[src/rtl/data_fetch_load.sv]
// Load-path fetcher: reads a DIM x DIM tile from data BRAM and streams it row-major
// into the selected PEs' matrix registers, then pulses FETCH_DONE to the CU.
module data_fetch_load #(
  parameter int DATA_W = 8,
  parameter int MEM_AW = 8,
  parameter int N_PE   = 4
) (
  input  logic              CLK,
  input  logic              RST,
  input  logic              ADDR_START,
  input  logic              ADDR_RST,
  input  logic [1:0]        DIMEN,
  input  logic [3:0]        ADDRESS,
  input  logic [1:0]        PE_SEL,
  input  logic              PE_SEL_2x2,
  input  logic              PE_SEL_4,
  output logic              MEM_EN,
  output logic [MEM_AW-1:0] MEM_ADDR,
  input  logic [DATA_W-1:0] MEM_RDATA,
  output logic [N_PE-1:0]   PE_WR_EN,
  output logic [1:0]        PE_WR_ROW,
  output logic [1:0]        PE_WR_COL,
  output logic [DATA_W-1:0] PE_WR_DATA,
  output logic              BUSY,
  output logic              FETCH_DONE
);

  typedef enum logic [1:0] {IDLE, READ, DRAIN, DONE} state_t;

  state_t              r_state;
  logic                r_start_q;
  logic [1:0]          r_dim_m1;
  logic [MEM_AW-1:0]   r_base;
  logic [N_PE-1:0]     r_mask;
  logic [1:0]          r_row;
  logic [1:0]          r_col;
  logic                r_mem_en;
  logic [MEM_AW-1:0]   r_mem_addr;
  logic [N_PE-1:0]     r_wr_en;
  logic [1:0]          r_wr_row;
  logic [1:0]          r_wr_col;
  logic                r_busy;
  logic                r_done;

  logic                w_start;
  logic [MEM_AW-1:0]   w_base;
  logic [N_PE-1:0]     w_mask;
  logic [1:0]          w_nrow;
  logic [1:0]          w_ncol;
  logic                w_last;

  assign w_start = (r_state == IDLE) && ADDR_START && !r_start_q && !ADDR_RST;
  assign w_base  = MEM_AW'({ADDRESS, 4'b0000});
  assign w_last  = (r_row == r_dim_m1) && (r_col == r_dim_m1);

  always_comb begin
    if (PE_SEL_4)
      w_mask = '1;
    else if (PE_SEL_2x2)
      w_mask = PE_SEL[1] ? N_PE'(4'b1100) : N_PE'(4'b0011);
    else
      w_mask = N_PE'(1) << PE_SEL;
  end

  always_comb begin
    w_ncol = r_col + 2'd1;
    w_nrow = r_row;
    if (r_col == r_dim_m1) begin
      w_ncol = '0;
      w_nrow = r_row + 2'd1;
    end
  end

  always_ff @(posedge CLK or posedge RST) begin
    if (RST) begin
      r_state    <= IDLE;
      r_start_q  <= 1'b1;
      r_dim_m1   <= '0;
      r_base     <= '0;
      r_mask     <= '0;
      r_row      <= '0;
      r_col      <= '0;
      r_mem_en   <= 1'b0;
      r_mem_addr <= '0;
      r_wr_en    <= '0;
      r_wr_row   <= '0;
      r_wr_col   <= '0;
      r_busy     <= 1'b0;
      r_done     <= 1'b0;
    end else begin
      r_start_q <= ADDR_START;
      // Write stage trails the read by one cycle, tagged with the read's row/col.
      r_wr_en   <= r_mem_en ? r_mask : '0;
      r_wr_row  <= r_row;
      r_wr_col  <= r_col;
      r_done    <= 1'b0;
      if (ADDR_RST) begin
        r_state    <= IDLE;
        r_row      <= '0;
        r_col      <= '0;
        r_mem_en   <= 1'b0;
        r_mem_addr <= '0;
        r_wr_en    <= '0;
        r_busy     <= 1'b0;
      end else begin
        case (r_state)
          IDLE: begin
            if (w_start) begin
              r_dim_m1   <= DIMEN;
              r_base     <= w_base;
              r_mask     <= w_mask;
              r_row      <= '0;
              r_col      <= '0;
              r_mem_en   <= 1'b1;
              r_mem_addr <= w_base;
              r_busy     <= 1'b1;
              r_state    <= READ;
            end
          end
          READ: begin
            if (w_last) begin
              r_mem_en <= 1'b0;
              r_state  <= DRAIN;
            end else begin
              r_row      <= w_nrow;
              r_col      <= w_ncol;
              r_mem_addr <= r_base + MEM_AW'({w_nrow, w_ncol});
            end
          end
          DRAIN: begin
            r_done  <= 1'b1;
            r_state <= DONE;
          end
          DONE: begin
            r_busy  <= 1'b0;
            r_row   <= '0;
            r_col   <= '0;
            r_state <= IDLE;
          end
          default: r_state <= IDLE;
        endcase
      end
    end
  end

  assign MEM_EN     = r_mem_en;
  assign MEM_ADDR   = r_mem_addr;
  assign PE_WR_EN   = r_wr_en;
  assign PE_WR_ROW  = r_wr_row;
  assign PE_WR_COL  = r_wr_col;
  // Data is forced to zero outside write cycles so every output reads 0 in reset.
  assign PE_WR_DATA = (|r_wr_en) ? MEM_RDATA : '0;
  assign BUSY       = r_busy;
  assign FETCH_DONE = r_done;

endmodule

[config.mk]
export PLATFORM = sky130hd
export DESIGN_NAME = data_fetch_load
export DESIGN_NICKNAME = d
export VERILOG_FILES = /design/src/rtl/data_fetch_load.sv
export SDC_FILE = /design/constraint.sdc
export NUM_CORES = 1
export LEC_CHECK = 0
export CAP_MARGIN = 20
export CORE_MARGIN = 10
export CORE_UTILIZATION = 40
export CTS_BUF_LIST = sky130_fd_sc_hd__clkbuf_8
export DETAILED_ROUTE_END_ITERATION = 16
export PLACE_DENSITY_LB_ADDON = 0.3
export SKIP_LAST_GASP = 1
export SYNTH_ARGS = -nofsm -noshare
export SYNTH_HDL_FRONTEND = slang
export SYNTH_SLANG_ARGS = --single-unit
[constraint.sdc]
create_clock -name CLK -period 5 [get_ports CLK]
set_clock_uncertainty 0.05 [all_clocks]
set_input_delay 0.5 -clock CLK [delete_from_list [all_inputs] [get_ports CLK]]
set_output_delay 0.5 -clock CLK [all_outputs]
set_load 0.05 [all_outputs]
* Word level (Yosys, flattened, before mapping)
Cells that the tools add are included.
Operators by class: shift-type cells 1, bitwise logic cells 1, eq/ne operators 8, add/subtract/negate cells 3, reduce and logical (&&, ||, !) cells 17, multiplexer cells 31
Operator list (number):
- two-way mux 8 bit | 4
- two-way mux 2 bit | 10
- two-way mux 4 bit | 5
- case mux 8 bit (2 select lines) | 1
- case mux 2 bit (3 select lines) | 2
- AND reduction 3 bit | 4
- inequality test 3 bit, second input constant | 3
- adder 8 x 4 -> 8 bit | 1
- case mux 2 bit (4 select lines) | 1
- two-way mux 1 bit | 6
- nonzero test 3 bit | 2
- adder 2 x 1 -> 2 bit, second input constant | 2
- == test 2 bit | 2
- == test 2 bit, second input constant | 2
- logical AND 1 bit | 4
- case mux 1 bit (2 select lines) | 2
- AND reduction 2 bit | 2
- nonzero test 4 bit | 1
- OR reduction 4 bit | 1
- << shifter 1 x 2 -> 4 bit, first input constant | 1
- == test 2 x 1 -> 1 bit, second input constant | 1
- logical NOT 1 bit | 2
- logical NOT 2 bit | 1
- NOT 1 bit | 1
Storage, ports and cells: output and inout bits 27, input bits 22, register bits 36, logic and storage cells 75

* Depth between registers and ports, before layout
Gate-level depths: netlist of run 1.
word-level depth 7, mapped depth 7, depth with buffers taken out 6

* Worst setup path after synthesis of run 1
Ideal clock, no wire load.
kind register to output, start register r_wr_en[1] (netlist: PE_WR_EN[1]), end output PE_WR_DATA[0], arrival time 1.689 ns, slack 2.761 ns, path buffers 0, required time 4.450 ns, stages on the path, launching flop included 3, cell sequence dfrtp_1 -> nor4_1 -> and2b_1
On the way: cells in the longest elaborated chain, start to end 2
Ends and longest elaborated chain:
- from (decl) | RTL line 39 | logic [N_PE-1:0] r_wr_en;
- from (signal assigned) | RTL line 93 | r_wr_en <= r_mem_en ? r_mask : '0;
- OR reduction 4 bit | RTL line 152 | assign PE_WR_DATA = (|r_wr_en) ? MEM_RDATA : '0;
- two-way mux 8 bit | RTL line 152
- to (decl) | RTL line 23 | output logic [DATA_W-1:0] PE_WR_DATA,
No other way between the ends.

* Final worst setup path of run 1
start register r_wr_en[1] (netlist: PE_WR_EN[1]), end output PE_WR_DATA[7]
The elaborated chain is that of the path after synthesis.

==> results of run 1 <==
[worst max-delay path, cell delays in order (launching register included)]
cell and delay, ns:
dfrtp_1 0.38, nor4_1 0.84, and2b_1 0.28, clkdlybuf4s50_1 0.70
[final cells by class]
type / instances / share of cell area, %
clock buffer: 6 / 3.427
clock inverter: 2 / 0.3115
inverter: 6 / 0.9346
multi-input combinational: 110 / 34.94
sequential: 36 / 37.44
tap: 52 / 2.700
timing repair buffer: 49 / 20.25
[cell usage in the layout, fill, tap and decap left out, types with 2 or more instances in the layout]
master           netlist  layout
nand3_1                2       2
mux2i_1                5       5
nand2b_1               5       5
a31oi_1                3       3
a21oi_1                8       8
o22ai_1                2       2
xor2_1                 3       3
ha_1                   4       4
o21ai_0                5       5
nor2b_1                8       8
a211oi_1               4       4
a32o_1                 3       3
and3_4                 3       3
nand2_1                5       5
clkdlybuf4s50_1        0      48
dfrtp_1               35      35
inv_1                  6       8
and2b_1                4       4
clkbuf_8               0       6
nor2_1                11      11
mux2_2                 6       6
and2_1                 5       5
[logic make-up (layout without fill, tap and decap cells)]
family | after synthesis | in the layout
AOI/OAI and AO/OA | 38 | 38
xor gates and xnor gates | 4 | 4
adders and majority gates | 4 | 4
buffers and inverters | 10 | 63
DFF | 36 | 36
muxes | 12 | 12
and+or+nand+nor | 52 | 52
[power groups by stage]
stage / logic (W) / clock network (W) / registers [W]
final: 0.000682 / 0.000206 / 0.000439
after global routing: 0.000735 / 0.000227 / 0.000451
after global placement: 0.000669 / 0 / 0.000438
after floorplan: 0.000389 / 0 / 0.000537
after detailed placement: 0.000685 / 0 / 0.000445
after CTS: 0.000688 / 0.000212 / 0.000439
[state kept, by name, summed over array words and instances (netlist names), 2 cells and up]
| name | count |
|---|---|
| PE_WR_COL | 2 |
| r_mask | 4 |
| r_row | 2 |
| r_base | 4 |
| r_col | 2 |
| r_state | 2 |
| PE_WR_EN | 4 |
| MEM_ADDR | 8 |
| r_dim_m1 | 2 |
| PE_WR_ROW | 2 |
[Yosys cell counts (2+ instances only)]
cell / instances / area, sq um
a211oi_1: 4 / 30.03
and2_1: 5 / 31.28
nand2_1: 5 / 18.77
a31oi_1: 3 / 18.77
a21oi_1: 8 / 40.04
and2b_1: 4 / 30.03
o22ai_1: 2 / 12.51
o21ai_0: 5 / 25.02
nand2b_1: 5 / 31.28
inv_1: 6 / 22.52
nor2b_1: 8 / 50.05
mux2i_1: 5 / 50.05
xor2_1: 3 / 26.28
nor2_1: 11 / 41.29
nand3_1: 2 / 10.01
and3_4: 3 / 33.78
dfrtp_1: 35 / 875.8
mux2_2: 6 / 67.56
ha_1: 4 / 50.05
a32o_1: 3 / 30.03
[through the flow]
stage | total power (W) | cells | util [%] | hold WS [ns]
2_1_floorplan | 0.0009262 | 156 | - | 0.3245
3_3_place_gp | 0.001107 | 253 | 53.28 | 0.4165
3_5_place_dp | 0.001130 | 253 | 53.28 | 0.4224
4_1_cts | 0.001339 | 261 | 55.34 | 0.4373
5_1_grt | 0.001413 | 261 | 55.34 | 0.4589
6_report | 0.001326 | 261 | 55.34 | 0.4344
[metal layers]
layer  global-route usage, %  vias up  routed length, um
li1                        -      662                  -
met3                   3.652        7                244
met2                   19.65       30               2189
met5                       0        -                  0
met1                   13.96      670               1742
met4                   3.976        0                 58
[final timing paths]
check,slack (ns),start,to
hold / removal,0.43,r_mask[3],PE_WR_EN[3]
hold reg to reg,0.43,r_mask[3],PE_WR_EN[3]
setup reg to reg,2.81,r_state[1],MEM_ADDR[5]
max in group asynchronous,3.99,RST,r_start_q
min in group asynchronous,0.56,RST,MEM_ADDR[0]
setup / recovery,1.98,PE_WR_EN[1],PE_WR_DATA[7]
==> insert_results.sql, run 1 <==
INSERT INTO impl_metrics (metric_group, metric, value, unit) VALUES
('status', 'status', 'finished, final reports clean', ''),
('place', 'globalplace.congestion', '0.8323', ''),
('final_layout', 'ff_latch_area', '902.1', 'sq um'),
('synth', 'synth-xor-area-share', '1.953', '%'),
('power_and_ir_drop', 'internal_power', '0.0007389', 'W'),
('clock_tree', 'cts.repair_timing.setup_buffer_count', '0', ''),
('synth', 'post_synth_top_flop', 'dfrtp_1', ''),
('power_and_ir_drop', 'clock_power_share', '15.5', '%'),
('synth', 'synth.yosys.seq_area_share', '50.28', '%'),
('global_route', 'grt_resource_usage_total', '11.79', '%'),
('power_and_ir_drop', 'vdd_ir_max', '0.2856', 'mV'),
('detailed_routing', 'route.detailed.vias_per_inst', '5.245', ''),
('die', 'die-area', '7565', 'sq um'),
('timing', 'rsz0062_at_grt', 'no', ''),
('timing', 'totalNegativeSetupSlack', '0', 'ns'),
('timing', 'post-route-period-util', '60.50', '%'),
('worst_setup_path', 'critical_path_peak_fanout', '8', ''),
('detailed_routing', 'final_antenna_net_count', '0', ''),
('place', 'detailed_place.area', '2320', 'sq um'),
('synth', 'syn_avg_cell_area', '11.50', 'sq um'),
('clock_tree', 'ctsRootBufferMaster', 'clkbuf_8', ''),
('place', 'place.port_buffers', '48', ''),
('timing', 'setup-violations-final', '0', ''),
('die', 'die_height', '86.98', 'um'),
('timing', 'slew_headroom', '34.42', '%'),
('worst_setup_path', 'cp-start-kind', 'register', ''),
('synth', 'synth-edff-count', '0', ''),
('timing', 'final.setup.worst_slack', '1.975', 'ns'),
('global_route', 'grt_antenna_before_repair', '0', ''),
('synth', 'synth_top_family_by_area', 'simple AND/OR/NAND/NOR gates', ''),
('synth', 'ys_async_sr_fraction', '100.0', '%'),
('clock_tree', 'worst_skew_pair_latency', '0.28', 'ns'),
('synth', 'synth_fa_ha_area_share', '2.789', '%'),
('detailed_routing', 'route.detailed.wl_per_inst', '16.23', 'um'),
('timing', 'timing.final.hold_violations', '0', ''),
('clock_tree', 'htree_levels', '2', ''),
('clock_tree', 'post_cts_resized', '0', ''),
('power_and_ir_drop', 'pwr-share-comb', '51.4', '%'),
('detailed_routing', 'num_vias', '1369', ''),
('die', 'num_rows', '24', ''),
('clock_tree', 'cts.hold.buffers_added', '0', ''),
('worst_setup_path', 'reg2reg_depth', '6', ''),
('global_route', 'grt_pass1_vias', '1508', ''),
('synth', 'postSynthRegisterBits', '36', ''),
('final_layout', 'fillerInstances', '381', ''),
('place', 'place_ws', '2.268', 'ns'),
('synth', 'number_of_synthesis_warnings', '0', ''),
('clock_tree', 'cts_tree', 'done', ''),
('final_layout', 'num-nets-final', '234', ''),
('final_layout', 'drive_above_1_share', '12.44', '%'),
('detailed_routing', 'routed_wl', '4235', 'um'),
('detailed_routing', 'detailedRoute.firstIterationViolations', '87', ''),
('power_and_ir_drop', 'sequentialPowerShare', '33.1', '%'),
('worst_setup_path', 'critPathCaptureType', 'output port', ''),
('synth', 'netlist_instances', '156', ''),
('global_route', 'global_route_wire_length_before_repair', '7245', 'um'),
('flow_run', 'max_cap_violations', '0', ''),
('final_layout', 'antennaDiodeCount', '0', ''),
('synth', 'post_synth_mux_area_share', '7.183', '%'),
('synth', 'netlist_area', '1794', 'sq um'),
('hold_path', 'holdPathStages', '1', ''),
('global_route', 'grt_remaining_overflow', '0', ''),
('power_and_ir_drop', 'switching_power', '0.0005869', 'W'),
('clock_tree', 'cts_buffers', '5', ''),
('detailed_routing', 'route.detailed.drc', '0', ''),
('power_and_ir_drop', 'power_dens_cells', '550.2', 'nW/um^2'),
('synth', 'post_synth_and_or_nand_nor_area_fraction', '18.20', '%'),
('final_layout', 'fin_area', '2410', 'sq um'),
('timing', 'fmax', '0.3306', 'GHz'),
('die', 'top_level_ports', '49', ''),
('final_layout', 'syn_to_final_growth', '34.31', '%');
No activity file was read; power rests on OpenSTA's default activity.
==> inputs of run 2 (changes only) <==
Clock period 5 ns to 2.95 ns, I/O delays scaled along.
==> run 2 against run 1 <==
Net effect:
- first-iteration DRC count decreased by 30%
- wire length decreased by 2.5%
- sequential power increased by 69%
- clock power increased by 100%
- via count increased by 0.73%
- hold slack got worse by 0.074 ns
- sequential share of layout area decreased by 0.50 points
- critical path depth increased by 1
- combinational power increased by 70%
- core utilization increased by 0.75 points
- power increased by 75%
- non-clock buffer count increased by 2
- critical path type unchanged
- largest cell class unchanged
- largest power group unchanged
==> insert_results.sql, run 2 (same netlist as run 1, synthesis figures left out) <==
INSERT INTO impl_metrics (metric_group, metric, value, unit) VALUES
('timing', 'worst-slew-pin-transition', '0.6032', 'ns'),
('die', 'num_rows', '24', ''),
('power_and_ir_drop', 'p_sw_share', '42.68', '%'),
('flow_run', 'max_cap_violations', '0', ''),
('final_layout', 'antennaDiodeCount', '0', ''),
('global_route', 'grt_remaining_overflow', '0', ''),
('power_and_ir_drop', 'power_dens_cells', '948.5', 'nW/um^2'),
('clock_tree', 'clock_path_buffers', '2', ''),
('clock_tree', 'htree_levels', '2', ''),
('detailed_routing', 'drt_first_pass_iters', '4', ''),
('timing', 'fin_hold_ws', '0.3599', 'ns'),
('worst_setup_path', 'cp_data_required_time', '2.61', 'ns'),
('final_layout', 'fin_area', '2442', 'sq um'),
('timing', 'slew_headroom', '59.75', '%'),
('clock_tree', 'cts.hold.buffers_added', '0', ''),
('worst_setup_path', 'cpLargestDelayFamily', 'buffers and inverters', ''),
('final_layout', 'fillerInstances', '369', ''),
('power_and_ir_drop', 'internal_power', '0.001328', 'W'),
('place', 'place.port_buffers', '48', ''),
('detailed_routing', 'num_vias', '1379', ''),
('worst_setup_path', 'critical_path_peak_fanout', '8', ''),
('clock_tree', 'path_clk_slew', '0.07', 'ns'),
('place', 'globalplace.congestion', '0.8661', ''),
('power_and_ir_drop', 'p_total', '0.002317', 'W'),
('power_and_ir_drop', 'clock_power_share', '17.9', '%'),
('timing', 'setup-violations-final', '0', ''),
('global_route', 'grt_pass1_vias', '1433', ''),
('power_and_ir_drop', 'pwr-share-comb', '50.1', '%'),
('timing', 'post-route-period-util', '80.75', '%'),
('timing', 'final.setup.worst_slack', '0.5679', 'ns'),
('final_layout', 'ff_latch_area', '902.1', 'sq um'),
('status', 'status', 'finished, final reports clean', ''),
('worst_setup_path', 'cp_slowest_stage_delay', '0.70', 'ns'),
('detailed_routing', 'detailedRoute.firstIterationViolations', '61', ''),
('clock_tree', 'worst_skew_pair_latency', '0.28', 'ns'),
('die', 'core_area', '4354', 'sq um'),
('worst_setup_path', 'critPathArrivalTime', '2.04', 'ns'),
('global_route', 'global_route_wire_length_before_repair', '6851', 'um'),
('final_layout', 'number_of_flip_flops_under_the_largest_register_name', '8', ''),
('final_layout', 'drive_above_1_share', '13.74', '%'),
('die', 'die-area', '7565', 'sq um'),
('detailed_routing', 'route.detailed.wl_per_inst', '15.70', 'um'),
('timing', 'finalMaxSlewViolations', '0', ''),
('hold_path', 'hold_class', 'in2async', ''),
('die', 'top_level_ports', '49', ''),
('worst_setup_path', 'crit_type', 'reg2out', ''),
('place', 'detailed_place.area', '2335', 'sq um'),
('global_route', 'grt_resource_usage_total', '11.28', '%'),
('final_layout', 'final_common_cell', 'clkdlybuf4s50_1', ''),
('final_layout', 'num-nets-final', '236', ''),
('timing', 'post-route-min-period', '2.382', 'ns'),
('power_and_ir_drop', 'sequentialPowerShare', '32.0', '%'),
('worst_setup_path', 'reg2reg_to', 'MEM_ADDR[7]', ''),
('place', 'place_ws', '0.7830', 'ns'),
('detailed_routing', 'route.detailed.vias_per_inst', '5.243', ''),
('global_route', 'grt_antenna_before_repair', '0', ''),
('worst_setup_path', 'reg2reg_depth', '6', ''),
('die', 'starting_utilization_of_the_core_area', '41.21', '%'),
('worst_setup_path', 'cp-start-kind', 'register', ''),
('final_layout', 'syn_to_final_growth', '36.12', '%'),
('worst_setup_path', 'slowest_stage', 'clkdlybuf4s50_1', ''),
('clock_tree', 'cts_buffers', '5', ''),
('global_route', 'grt_start_max_net_pins', '37', ''),
('detailed_routing', 'routed_wl', '4130', 'um'),
('worst_setup_path', 'timing.reg2reg.setup_slack', '0.76', 'ns'),
('final_layout', 'layout.cells.most_common_list', 'clkdlybuf4s50_1, dfrtp_1, nor2_1, nor2b_1, a21oi_1', ''),
('die', 'die-width', '86.98', 'um'),
('place', 'dpl.hpwl', '3240', 'um'),
('timing', 'totalNegativeSetupSlack', '0', 'ns'),
('worst_setup_path', 'worstPathCellList', 'nor4_1 > buf_4 > and2b_1 > clkdlybuf4s50_1', ''),
('worst_setup_path', 'worstReg2RegStart', 'r_state[1]', ''),
('detailed_routing', 'route.detailed.drc', '0', ''),
('detailed_routing', 'final_antenna_net_count', '0', ''),
('timing', 'timing.final.hold_violations', '0', ''),
('final_layout', 'multi_input_comb_area', '842.1', 'sq um'),
('die', 'die_height', '86.98', 'um'),
('worst_setup_path', 'critPathCaptureType', 'output port', ''),
('clock_tree', 'post_cts_resized', '0', ''),
('power_and_ir_drop', 'power.leakage', '1.041', 'nW'),
('timing', 'fmax', '0.4198', 'GHz'),
('clock_tree', 'ctsRootBufferMaster', 'clkbuf_8', ''),
('worst_setup_path', 'timing.critical_path.buf_inv', '2', ''),
('power_and_ir_drop', 'switching_power', '0.0009888', 'W'),
('timing', 'rsz0062_at_grt', 'no', ''),
('clock_tree', 'cts.repair_timing.setup_buffer_count', '0', ''),
('clock_tree', 'clkSinkCount', '36', ''),
('power_and_ir_drop', 'vdd_ir_max', '0.4899', 'mV'),
('clock_tree', 'cts_tree', 'done', '');
## run 2: cell type report
cell class / count / area share, %
flip-flops and latches: 36 / 36.94
multi-input cells: 110 / 34.48
repair buffers: 51 / 20.59
clock buffers: 5 / 2.818
well taps: 52 / 2.664
clock inverters: 3 / 1.588
inverters: 6 / 0.9221
## run 2: worst max-delay path by stage
stage,slack [ns],end,startpoint,depth (start not counted)
2_1_floorplan,0.92,PE_WR_DATA[0],PE_WR_EN[1],2
3_3_place_gp,0.85,MEM_ADDR[5],r_state[1],6
3_5_place_dp,0.78,MEM_ADDR[4],r_state[1],6
4_1_cts,0.55,PE_WR_DATA[7],PE_WR_EN[1],4
5_1_grt,0.41,PE_WR_DATA[2],PE_WR_EN[1],4
6_report,0.57,PE_WR_DATA[7],PE_WR_EN[1],4
## run 2: worst min-delay path, delay by kind of cell
kind / cells / cell delay, ns
buffers and inverters: 3 / 0.83
## run 2: per-layer routing
layer  routed length (um)  global-route usage, %  vias up
li1                     -                      -      663
met1                 1639                  12.81      681
met2                 2192                  19.25       30
met3                  253                  3.933        5
met4                   44                  3.535        0
met5                    0                      0        -
## run 2: power groups by stage
stage / Sequential (W) / Combinational, W / Clock (W)
6_report: 0.000742 / 0.00116 / 0.000415
5_1_grt: 0.000762 / 0.00125 / 0.000453
4_1_cts: 0.000744 / 0.00118 / 0.000424
3_5_place_dp: 0.000751 / 0.00117 / 0
3_3_place_gp: 0.000743 / 0.00115 / 0
2_1_floorplan: 0.000911 / 0.000659 / 0
## run 2: per-stage QoR
step / util (%) / instances
global route: 56.09 / 263
CTS: 56.09 / 263
finish: 56.09 / 263
detailed placement: 53.62 / 255
global placement: 53.62 / 255
floorplan: - / 156
==> inputs of run 3 (changes only) <==
Clock period 2.95 ns to 2.2 ns, I/O delays scaled along.
==> run 3 against run 2 <==
Net effect:
- power increased by 37%
- combinational power increased by 34%
- design area increased by 0.56%
- sequential share of layout area fell by 0.21 points
- clock-buffer cell count rose by 2
- via count is 1.5% lower
- setup slack lost 0.22 ns
- critical path depth is 2 higher
- critical path type is now reg2reg
- highest routed layer unchanged
==> insert_results.sql, run 3 (same netlist as run 1, synthesis figures left out) <==
INSERT INTO impl_metrics (metric_group, metric, value, unit) VALUES
('clock_tree', 'path_clk_slew', '0.07', 'ns'),
('detailed_routing', 'detailedRoute.firstIterationViolations', '56', ''),
('worst_setup_path', 'critPathArrivalTime', '2.02', 'ns'),
('final_layout', 'num-nets-final', '238', ''),
('worst_setup_path', 'timing.critical_path.buf_inv', '2', ''),
('die', 'core_area', '4354', 'sq um'),
('global_route', 'grt_remaining_overflow', '0', ''),
('die', 'die_height', '86.98', 'um'),
('final_layout', 'number_of_flip_flops_under_the_largest_register_name', '8', ''),
('final_layout', 'fillerInstances', '373', ''),
('clock_tree', 'htree_levels', '2', ''),
('worst_setup_path', 'cp_slowest_stage_delay', '0.42', 'ns'),
('power_and_ir_drop', 'p_sw_share', '42.22', '%'),
('timing', 'post-route-min-period', '1.851', 'ns'),
('die', 'die-width', '86.98', 'um'),
('worst_setup_path', 'cp-start-kind', 'register', ''),
('die', 'num_rows', '24', ''),
('worst_setup_path', 'cp_data_required_time', '2.37', 'ns'),
('timing', 'timing.final.hold_violations', '0', ''),
('timing', 'setup-violations-final', '0', ''),
('power_and_ir_drop', 'sequentialPowerShare', '31.3', '%'),
('place', 'place_ws', '0.3480', 'ns'),
('final_layout', 'antennaDiodeCount', '0', ''),
('final_layout', 'drive_above_1_share', '18.78', '%'),
('global_route', 'global_route_wire_length_before_repair', '7044', 'um'),
('worst_setup_path', 'critical_path_peak_fanout', '9', ''),
('die', 'die-area', '7565', 'sq um'),
('detailed_routing', 'route.detailed.wl_per_inst', '15.94', 'um'),
('status', 'status', 'finished, final reports clean', ''),
('final_layout', 'layout.cells.most_common_list', 'clkdlybuf4s50_1, dfrtp_1, buf_4, nor2_1', ''),
('final_layout', 'syn_to_final_growth', '36.89', '%'),
('clock_tree', 'ctsRootBufferMaster', 'clkbuf_8', ''),
('clock_tree', 'post_cts_resized', '0', ''),
('detailed_routing', 'route.detailed.drc', '0', ''),
('hold_path', 'hold_class', 'in2async', ''),
('place', 'dpl.hpwl', '3340', 'um'),
('power_and_ir_drop', 'clock_power_share', '19.8', '%'),
('detailed_routing', 'drt_first_pass_iters', '4', ''),
('timing', 'finalMaxSlewViolations', '0', ''),
('timing', 'slew_headroom', '62.80', '%'),
('clock_tree', 'cts.repair_timing.setup_buffer_count', '0', ''),
('power_and_ir_drop', 'pwr-share-comb', '48.8', '%'),
('die', 'top_level_ports', '49', ''),
('power_and_ir_drop', 'vdd_ir_max', '0.6851', 'mV'),
('clock_tree', 'worst_skew_pair_latency', '0.29', 'ns'),
('final_layout', 'multi_input_comb_area', '842.1', 'sq um'),
('timing', 'fmax', '0.5402', 'GHz'),
('detailed_routing', 'num_vias', '1359', ''),
('timing', 'final.setup.worst_slack', '0.3488', 'ns'),
('detailed_routing', 'routed_wl', '4224', 'um'),
('final_layout', 'final_common_cell', 'clkdlybuf4s50_1', ''),
('worst_setup_path', 'timing.reg2reg.setup_slack', '0.35', 'ns'),
('power_and_ir_drop', 'power.leakage', '1.071', 'nW'),
('worst_setup_path', 'reg2reg_depth', '6', ''),
('power_and_ir_drop', 'switching_power', '0.001344', 'W'),
('global_route', 'grt_resource_usage_total', '11.53', '%'),
('timing', 'worst-slew-pin-transition', '0.5522', 'ns'),
('worst_setup_path', 'worstReg2RegStart', 'r_state[1]', ''),
('worst_setup_path', 'reg2reg_to', 'r_col[0]', ''),
('clock_tree', 'cts_tree', 'done', ''),
('timing', 'rsz0062_at_grt', 'no', ''),
('worst_setup_path', 'cpLargestDelayFamily', 'simple AND/OR/NAND/NOR gates', ''),
('worst_setup_path', 'slowest_stage', 'or3_1', ''),
('place', 'detailed_place.area', '2330', 'sq um'),
('worst_setup_path', 'crit_type', 'reg2reg', ''),
('power_and_ir_drop', 'power_dens_cells', '1296', 'nW/um^2'),
('detailed_routing', 'route.detailed.vias_per_inst', '5.128', ''),
('clock_tree', 'cts_buffers', '5', ''),
('final_layout', 'ff_latch_area', '902.1', 'sq um'),
('die', 'starting_utilization_of_the_core_area', '41.21', '%'),
('global_route', 'grt_antenna_before_repair', '0', ''),
('flow_run', 'max_cap_violations', '0', ''),
('timing', 'totalNegativeSetupSlack', '0', 'ns'),
('timing', 'post-route-period-util', '84.14', '%'),
('worst_setup_path', 'worstPathCellList', 'inv_1 > ha_1 > buf_4 > or3_1 > a31oi_4 > a32o_1', ''),
('detailed_routing', 'final_antenna_net_count', '0', ''),
('worst_setup_path', 'critPathCaptureType', 'register', ''),
('clock_tree', 'clkSinkCount', '36', ''),
('clock_tree', 'clock_path_buffers', '2', ''),
('power_and_ir_drop', 'internal_power', '0.001839', 'W'),
('final_layout', 'fin_area', '2456', 'sq um'),
('clock_tree', 'cts.hold.buffers_added', '0', ''),
('global_route', 'grt_start_max_net_pins', '37', ''),
('place', 'place.port_buffers', '48', ''),
('place', 'globalplace.congestion', '0.8543', ''),
('global_route', 'grt_pass1_vias', '1406', '');
run 3: cell types whose count changed in the layout (fill, tap and decap cells not counted), sizes merged:
cell           delta
buf              +10
clkdlybuf4s50     -8
clkbuf            +2
clkinv            -1
inv               -1
run 3: power by group through the flow:
| stage | registers [W] | clock network (W) | logic [W] |
|---|---|---|---|
| 6_report | 0.000997 | 0.000632 | 0.00155 |
| 4_1_cts | 0.000998 | 0.000643 | 0.00157 |
| 3_5_place_dp | 0.00101 | 0 | 0.00156 |
| 2_1_floorplan | 0.00122 | 0 | 0.000883 |
| 5_1_grt | 0.00103 | 0.000680 | 0.00168 |
| 3_3_place_gp | 0.000996 | 0 | 0.00153 |
run 3: layer usage:
metal  share of wire (%)  track usage (%)  vias up
met3                 6.7            4.307        6
met4                 1.3            4.271        0
met5                   0                0        -
li1                    -                -      669
met2                  50            18.19       31
met1                  42            13.95      653
run 3: worst max-delay path by stage:
stage / slack, ns / start / end / cells after the start
2_1_floorplan: 0.24 / PE_WR_EN[1] / PE_WR_DATA[0] / 2
3_3_place_gp: 0.39 / r_state[1] / r_col[1] / 6
3_5_place_dp: 0.35 / ADDR_RST / r_mask[3] / 5
4_1_cts: 0.35 / r_state[0] / r_mask[3] / 7
5_1_grt: 0.14 / r_state[0] / r_mask[3] / 7
6_report: 0.35 / r_state[1] / r_col[0] / 6
run 3: per-stage QoR:
step           utilization [%]  cells  total power [W]  hold WS [ns]
3_5_place_dp             53.51    257         0.002571        0.4225
5_1_grt                  56.41    265         0.003384        0.3312
2_1_floorplan                -    156         0.002105        0.1745
6_report                 56.41    265         0.003183        0.2895
4_1_cts                  56.41    265         0.003207        0.3041
3_3_place_gp             53.51    257         0.002525        0.4203
run 3: final cells by class:
class	instances	area share, %
well taps	52	2.649
clock inverters	1	1.223
inverters	6	0.9170
repair buffers	53	20.28
multi-input cells	110	34.28
clock buffers	7	3.923
flip-flops and latches	36	36.73
run 3: tightest hold or removal path, delay by kind of cell:
| kind | cells | cell delay [ns] |
|---|---|---|
| buf+inv | 3 | 0.84 |
